<file path="src/rtl/fetch_unit_if.sv">
// Instruction-memory request/response bundle between the fetch stage and imem.
interface fetch_unit_if;
   logic        imem_req;
   logic [15:0] imem_addr;
   logic [15:0] imem_rdata;
   logic        imem_ready;

   modport master (
      output imem_req,
      output imem_addr,
      input  imem_rdata,
      input  imem_ready
   );

   modport slave (
      input  imem_req,
      input  imem_addr,
      output imem_rdata,
      output imem_ready
   );
endinterface

</file>
<file path="src/rtl/fetch_unit.sv">
// Instruction-fetch stage for the 16-bit WISC core: owns the PC, talks to a
// variable-latency imem, and feeds decode through the IF/ID register.
module fetch_unit #(
   parameter logic [15:0] RESET_PC = 16'h0000,
   parameter logic [15:0] NOP_WORD = 16'h0800
) (
   input  logic         clk,
   input  logic         rst_n,
   fetch_unit_if.master imem,
   input  logic         redirect_i,
   input  logic [15:0]  redirect_pc_i,
   input  logic         stall_i,
   output logic [15:0]  instr_o,
   output logic [15:0]  pc_o,
   output logic [15:0]  pc_plus_two_o,
   output logic         valid_o,
   output logic         halted_o
);

   typedef enum logic {
      S_REQ    = 1'b0,
      S_HALTED = 1'b1
   } state_e;

   state_e      state_q, state_d;
   logic [15:0] fetch_pc_q, fetch_pc_d;
   logic        squash_q, squash_d;
   logic [15:0] target_pc_q, target_pc_d;
   logic [15:0] buf_instr_q, buf_instr_d;
   logic [15:0] buf_pc_q, buf_pc_d;
   logic        buf_valid_q, buf_valid_d;
   logic [15:0] instr_q, instr_d;
   logic [15:0] pc_q, pc_d;
   logic [15:0] pcp2_q, pcp2_d;
   logic        valid_q, valid_d;
   logic        halted_q, halted_d;

   logic        req;
   logic        accept;
   logic        load;
   logic [15:0] load_instr;
   logic [15:0] load_pc;

   // A request is outstanding whenever we are fetching and the skid buffer is empty.
   assign req            = (state_q == S_REQ) && !buf_valid_q;
   assign accept         = req && imem.imem_ready;
   assign imem.imem_req  = req;
   assign imem.imem_addr = fetch_pc_q;

   assign instr_o       = instr_q;
   assign pc_o          = pc_q;
   assign pc_plus_two_o = pcp2_q;
   assign valid_o       = valid_q;
   assign halted_o      = halted_q;

   // Next-state: redirect first, then halted hold/drain, then normal fetch/skid/IF-ID update.
   always_comb begin
      state_d     = state_q;
      fetch_pc_d  = fetch_pc_q;
      squash_d    = squash_q;
      target_pc_d = target_pc_q;
      buf_instr_d = buf_instr_q;
      buf_pc_d    = buf_pc_q;
      buf_valid_d = buf_valid_q;
      instr_d     = instr_q;
      pc_d        = pc_q;
      pcp2_d      = pcp2_q;
      valid_d     = valid_q;
      halted_d    = halted_q;
      load        = 1'b0;
      load_instr  = buf_instr_q;
      load_pc     = buf_pc_q;

      if (redirect_i) begin
         valid_d     = 1'b0;
         instr_d     = NOP_WORD;
         buf_valid_d = 1'b0;
         if (state_q == S_HALTED) begin
            state_d    = S_REQ;
            halted_d   = 1'b0;
            fetch_pc_d = redirect_pc_i;
         end else if (accept || !req) begin
            fetch_pc_d = redirect_pc_i;
            squash_d   = 1'b0;
         end else begin
            // Address must stay put until imem answers; remember where to go next.
            squash_d    = 1'b1;
            target_pc_d = redirect_pc_i;
         end
      end else if (state_q == S_HALTED) begin
         if (!stall_i) begin
            valid_d = 1'b0;
            instr_d = NOP_WORD;
         end
      end else begin
         if (accept) begin
            if (squash_q) begin
               fetch_pc_d = target_pc_q;
               squash_d   = 1'b0;
            end else begin
               fetch_pc_d = fetch_pc_q + 16'd2;
               if (stall_i) begin
                  buf_instr_d = imem.imem_rdata;
                  buf_pc_d    = fetch_pc_q;
                  buf_valid_d = 1'b1;
               end else begin
                  load       = 1'b1;
                  load_instr = imem.imem_rdata;
                  load_pc    = fetch_pc_q;
               end
            end
         end else if (buf_valid_q && !stall_i) begin
            load        = 1'b1;
            buf_valid_d = 1'b0;
         end

         if (!stall_i) begin
            if (load) begin
               instr_d = load_instr;
               pc_d    = load_pc;
               pcp2_d  = load_pc + 16'd2;
               valid_d = 1'b1;
               if (load_instr[15:11] == 5'b00000) begin
                  state_d  = S_HALTED;
                  halted_d = 1'b1;
               end
            end else begin
               valid_d = 1'b0;
               instr_d = NOP_WORD;
            end
         end
      end
   end

   // State registers with synchronous active-low reset.
   always_ff @(posedge clk) begin
      if (!rst_n) begin
         state_q     <= S_REQ;
         fetch_pc_q  <= RESET_PC;
         squash_q    <= 1'b0;
         target_pc_q <= '0;
         buf_instr_q <= '0;
         buf_pc_q    <= '0;
         buf_valid_q <= 1'b0;
         instr_q     <= NOP_WORD;
         pc_q        <= '0;
         pcp2_q      <= '0;
         valid_q     <= 1'b0;
         halted_q    <= 1'b0;
      end else begin
         state_q     <= state_d;
         fetch_pc_q  <= fetch_pc_d;
         squash_q    <= squash_d;
         target_pc_q <= target_pc_d;
         buf_instr_q <= buf_instr_d;
         buf_pc_q    <= buf_pc_d;
         buf_valid_q <= buf_valid_d;
         instr_q     <= instr_d;
         pc_q        <= pc_d;
         pcp2_q      <= pcp2_d;
         valid_q     <= valid_d;
         halted_q    <= halted_d;
      end
   end

endmodule

</file>
<file path="src/flat_wrapper.sv">
// flat-port wrapper written by rule: the top's interface ports become plain ports
module fetch_unit_flat 
#(
   parameter logic [15:0] RESET_PC = 16'h0000,
   parameter logic [15:0] NOP_WORD = 16'h0800
)
  (clk, rst_n, redirect_i, redirect_pc_i, stall_i, instr_o, pc_o, pc_plus_two_o, valid_o, halted_o, imem_imem_req, imem_imem_addr, imem_imem_rdata, imem_imem_ready);
  fetch_unit_if imem_i ();
  input  logic clk;
  input  logic rst_n;
  input  logic redirect_i;
  input  logic [15:0] redirect_pc_i;
  input  logic stall_i;
  output logic [15:0] instr_o;
  output logic [15:0] pc_o;
  output logic [15:0] pc_plus_two_o;
  output logic valid_o;
  output logic halted_o;
  output wire logic [$bits(imem_i.imem_req)-1:0] imem_imem_req;
  output wire logic [$bits(imem_i.imem_addr)-1:0] imem_imem_addr;
  input wire logic [$bits(imem_i.imem_rdata)-1:0] imem_imem_rdata;
  input wire logic [$bits(imem_i.imem_ready)-1:0] imem_imem_ready;
  assign imem_imem_req = imem_i.imem_req;
  assign imem_imem_addr = imem_i.imem_addr;
  assign imem_i.imem_rdata = imem_imem_rdata;
  assign imem_i.imem_ready = imem_imem_ready;
  fetch_unit #(.RESET_PC(RESET_PC), .NOP_WORD(NOP_WORD)) u_core (.clk(clk), .rst_n(rst_n), .imem(imem_i), .redirect_i(redirect_i), .redirect_pc_i(redirect_pc_i), .stall_i(stall_i), .instr_o(instr_o), .pc_o(pc_o), .pc_plus_two_o(pc_plus_two_o), .valid_o(valid_o), .halted_o(halted_o));
endmodule
</file>
<file path="config.mk">
export PLATFORM = sky130hd
export DESIGN_NAME = fetch_unit_flat
export DESIGN_NICKNAME = d
export VERILOG_FILES = /design/src/rtl/fetch_unit_if.sv /design/src/rtl/fetch_unit.sv /design/src/flat_wrapper.sv
export SDC_FILE = /design/constraint.sdc
export NUM_CORES = 1
export LEC_CHECK = 0
export BUFFER_PORTS_ARGS = -buffer_cell sky130_fd_sc_hd__buf_2
export CAP_MARGIN = 40
export CORE_UTILIZATION = 40
export CTS_CLUSTER_SIZE = 20
export DETAILED_ROUTE_END_ITERATION = 16
export MAX_ROUTING_LAYER = met4
export PLACE_DENSITY = 0.71
export REMOVE_ABC_BUFFERS = 1
export SYNTH_ARGS = -nofsm -noshare
export SYNTH_HDL_FRONTEND = slang
export SYNTH_SLANG_ARGS = --single-unit
</file>
<file path="constraint.sdc">
create_clock -name clk -period 6.1 [get_ports clk]
set_input_delay 1.22 -clock clk [delete_from_list [all_inputs] [get_ports clk]]
set_output_delay 1.22 -clock clk [all_outputs]
set_load 0.05 [all_outputs]
</file>
==> metrics.md <==
| Metric | Value |
|---|---|
| Mux share of post-synthesis cell area | `6.44%` |
| Critical-path top delay cell | `or4b_1` |
| Max-Cap Viols | `0` |
| Top-count cell post-synth | `nand2_1` |
| # fillers | `1329` |
| Compound-Gate Fraction of Synth Area | `20.8%` |
| Hpwl dp | `roughly 9900 um` |
| Final Hold Viols | `0` |
| Total gr overflow | `0` |
| Power per Cell Area | `309 nW/um2` |
| Critical path type | `in2reg` |
| Fin crit period | `~3.7 ns` |
| Comb pwr share | `13.2%` |
| Outcome | `finished clean` |
| Antenna Cells | `0` |
| Slowest stage delay, CP | `around 0.81 ns` |
| Worst skew pair latency | `approximately 0.42 ns` |
| Die area | `14300 um2` |
| Die H | `119 um` |
| CP Max Fanout | `21` |
| CTS tree | `done` |
| Post-Syn Area | `about 5500 um2` |
| Core area | `13300 um2` |
| Peak Freq | `0.269 GHz` |
| VDD IR-drop max | `approximately 0.00018 V` |
| Routed WL | `15000 um` |
| Setup Fix Bufs, Post-CTS | `0` |
| Routed len/inst | `15.7 um` |
| Placer congestion estimate | `0.801` |
| Final Setup Violations | `0` |
| Post-Synth Simple-Gate Area | `22.5%` |
| EDFF count, synth | `0` |
| Sw Share | `a little over a quarter` |
| Largest cells by area after synthesis | `dfxtp_1 (42%), nand2_1 (10%), a21oi_1 (7.4%)` |
| Levels on crit path | `10` |
| Synth Instances | `approximately 690` |
| Final Cycle Share | `61.0%` |
| WP buf/inv | `3` |
| Post-synth top cells | `nand2_1 (150), dfxtp_1 (116), a21oi_1 (82)` |
| Initial core utilization | `between 40% and 50%` |
| Main synth FF type | `dfxtp_1` |
| Hold Crit Class | `reg2reg` |
| Sequential share of power | `around 40%` |
| First-pass GRT wire length | `24600 um` |
| Post-synth top area share | `42.1%` |
| Ratio of cells with drive above 1 in the final layout | `20.2%` |
| P_leak | `approximately 2.6 nW` |
| RSZ-0062 raised after global routing | `no` |
| Final core utilization | `50.3%` |
| Clock Tree Buf Depth | `2` |
| Iteration-0 DRC Markers | `446` |
| All-Layer GR Usage | `22.6%` |
| Antenna violations before repair | `0` |
| Number of global-route vias before repair | `4690` |
| Largest net degree at the start of global routing | `55` |
| Rows | `42` |
| Relative slew slack | `53.1%` |
| Via Count | `5222` |
| Largest delay contributor family on the critical path | `simple AND/OR/NAND/NOR gates` |
| Setup total negative slack | `0 ns` |
| Drt drc | `0` |
| R2r startpoint | `u_core.state_q$_SDFF_PP0_` |
| Critical path, cell by cell | `buf_2 -> or4b_1 -> nor2_8 -> mux2i_1 -> inv_1 -> ha_1 -> inv_1 -> o41ai_2 -> xor2_1 -> a21oi_1` |
| Register-to-Register Path Depth | `9` |
| CTS root buf | `clkbuf_16` |
| Adder-Cell Fraction of Synth Area | `less than 1%` |
| Yosys warns | `0` |
| Post-Synth XOR/XNOR Area | `~2.5%` |
| Area growth, synth to finish | `21.6%` |
| First-pass DRT Iterations | `7` |
| Post-route ant nets | `0` |
| Nets@finish | `807` |
| Synth cell types | `62` |
| Synth area leader | `dfxtp_1` |
| Seq/Total Area, Yosys | `42.1%` |
| Clock Skew | `0.00538 ns` |
| WHS Path Cells | `2` |
| Chip width | `roughly 120 um` |
| Final hold slack | `about 0.45 ns` |
| Arrival time worst endpoint | `4.02 ns` |
| Max H-tree Level | `4` |
| Critical Path Start | `stall_i` |
| Vias/cell | `5.46` |
| Synthesized area per cell | `7.96 um2` |
| Pint | `1.50 mW` |
| Worst hold start | `u_core.target_pc_q[0]$_SDFFE_PN0P_` |
| IO Port Bufs | `103` |
| Async SR Flop Fraction | `0%` |
| Psw | `0.569 mW` |
| Most frequent CP cell | `inv_1` |
| Critical Path Sink Type | `register` |
| Hold bufs inserted after CTS | `0` |
| CTS Buf Count | `17` |
| Clock transition at path regs | `0.05 ns` |
| Actual slew at the worst max-slew pin | `0.702 ns` |
| Count of final max-slew check failures | `0` |
| Synth Register Bits | `116` |
| Post-CTS sizing | `0` |
| CTS sink count | `~120` |
| Startpoint Class | `input port` |
| Largest family of logic cells by synthesized area | `simple AND/OR/NAND/NOR gates` |
| Worst Path Required | `6.40 ns` |
| Top-Level Pins | `104` |
| Clk pwr share | `46.8%` |
[cells in the final DEF (no fill, tap or decap), types with 3 or more instances in the layout]
| master | n |
|---|---|
| mux2_2 | 4 |
| a311oi_1 | 7 |
| clkinv_2 | 6 |
| clkbuf_8 | 3 |
| nand2_1 | 150 |
| buf_2 | 103 |
| and3_1 | 4 |
| nand2b_1 | 6 |
| nor3_1 | 6 |
| nand3b_1 | 3 |
| o211ai_1 | 9 |
| nand3_1 | 19 |
| a21oi_1 | 82 |
| xor2_1 | 6 |
| buf_4 | 8 |
| nor3b_1 | 4 |
| a211oi_1 | 13 |
| xnor2_1 | 10 |
| and2_1 | 3 |
| nor2_1 | 44 |
| or3_1 | 3 |
| dfxtp_1 | 116 |
| inv_1 | 10 |
| nor4_1 | 4 |
| mux2i_1 | 31 |
| a2bb2oi_1 | 15 |
| clkbuf_16 | 17 |
| o21ai_0 | 30 |
| and4_1 | 5 |
| nand4_1 | 10 |
[layer usage]
layer / share of wire (%) / track usage, % / up-vias
met5: 0 / - / -
met4: 1.5 / 8.36 / 0
met3: 5.5 / 3.80 / 15
met2: 47 / 35.7 / 150
met1: 45 / 29.1 / 2459
li1: - / - / 2598
[metrics by stage]
| stage | worst slack [ns] | total power, mW | cells | area (um2) |
|---|---|---|---|---|
| final | 2.38 | 2.07 | 957 | 6710 |
| after global routing | 2.19 | 2.15 | 957 | 6710 |
| after detailed placement | 1.97 | 1.12 | 925 | 6130 |
| after floorplan | 2.19 | 1.02 | 636 | 5280 |
| after CTS | 2.41 | 2.08 | 957 | 6710 |
| after global placement | 1.97 | 1.11 | 923 | 6090 |
[logic make-up (layout without fill, tap and decap cells)]
kind of cell	count (synthesis)	count (layout)
xor gates and xnor gates	16	16
and+or+nand+nor	273	273
buffers and inverters	70	157
AOI/OAI and AO/OA	182	182
DFF	116	116
adders and majority gates	2	2
muxes	35	35
[power groups by stage]
stage	clock, mW	sequential, mW	combinational, mW
after CTS	0.981	0.827	0.275
final	0.970	0.828	0.274
after detailed placement	0	0.843	0.274
after global routing	1.02	0.832	0.297
after global placement	0	0.842	0.268
after floorplan	0	0.901	0.120
[sequential cells by signal, summed over array words and instances (netlist names)]
register and flops:
u_core.halted_o 1, u_core.buf_instr_q 16, u_core.instr_o 16, u_core.state_q 1
u_core.buf_pc_q 16, u_core.buf_valid_q 1, u_core.imem.imem_addr 16, u_core.target_pc_q 16
u_core.squash_q 1, u_core.valid_o 1, u_core.pc_plus_two_o 16, u_core.pc_o 15
[worst paths after layout]
kind	slack [ns]	to
setup reg to reg	3.13	u_core.pc_plus_two_o[13]$_SDFFE_PN0P_
hold reg to reg	0.45	u_core.target_pc_q[0]$_SDFFE_PN0P_
setup / recovery	2.38	u_core.pc_plus_two_o[13]$_SDFFE_PN0P_
hold / removal	0.45	u_core.target_pc_q[0]$_SDFFE_PN0P_
[worst register-to-register path: stages (launching register included)]
cell and delay [ns]:
dfxtp_1 0.37, or4b_1 0.74, nor2_8 0.24, mux2i_1 0.14, inv_1 0.09, ha_1 0.33
inv_1 0.18, o41ai_2 0.51, xor2_1 0.18, a21oi_1 0.08
[layout make-up]
type / instances / area, um2 / share of cell area (%)
clock inverters: 10 / 105 / 1.57
inverters: 12 / 45.0 / 0.671
well taps: 176 / 220 / 3.28
repair buffers: 113 / 623 / 9.28
clock buffers: 22 / 474 / 7.06
multi-input cells: 508 / 2920 / 43.6
flip-flops and latches: 116 / 2320 / 34.6
No activity file was read; power rests on OpenSTA's default activity.
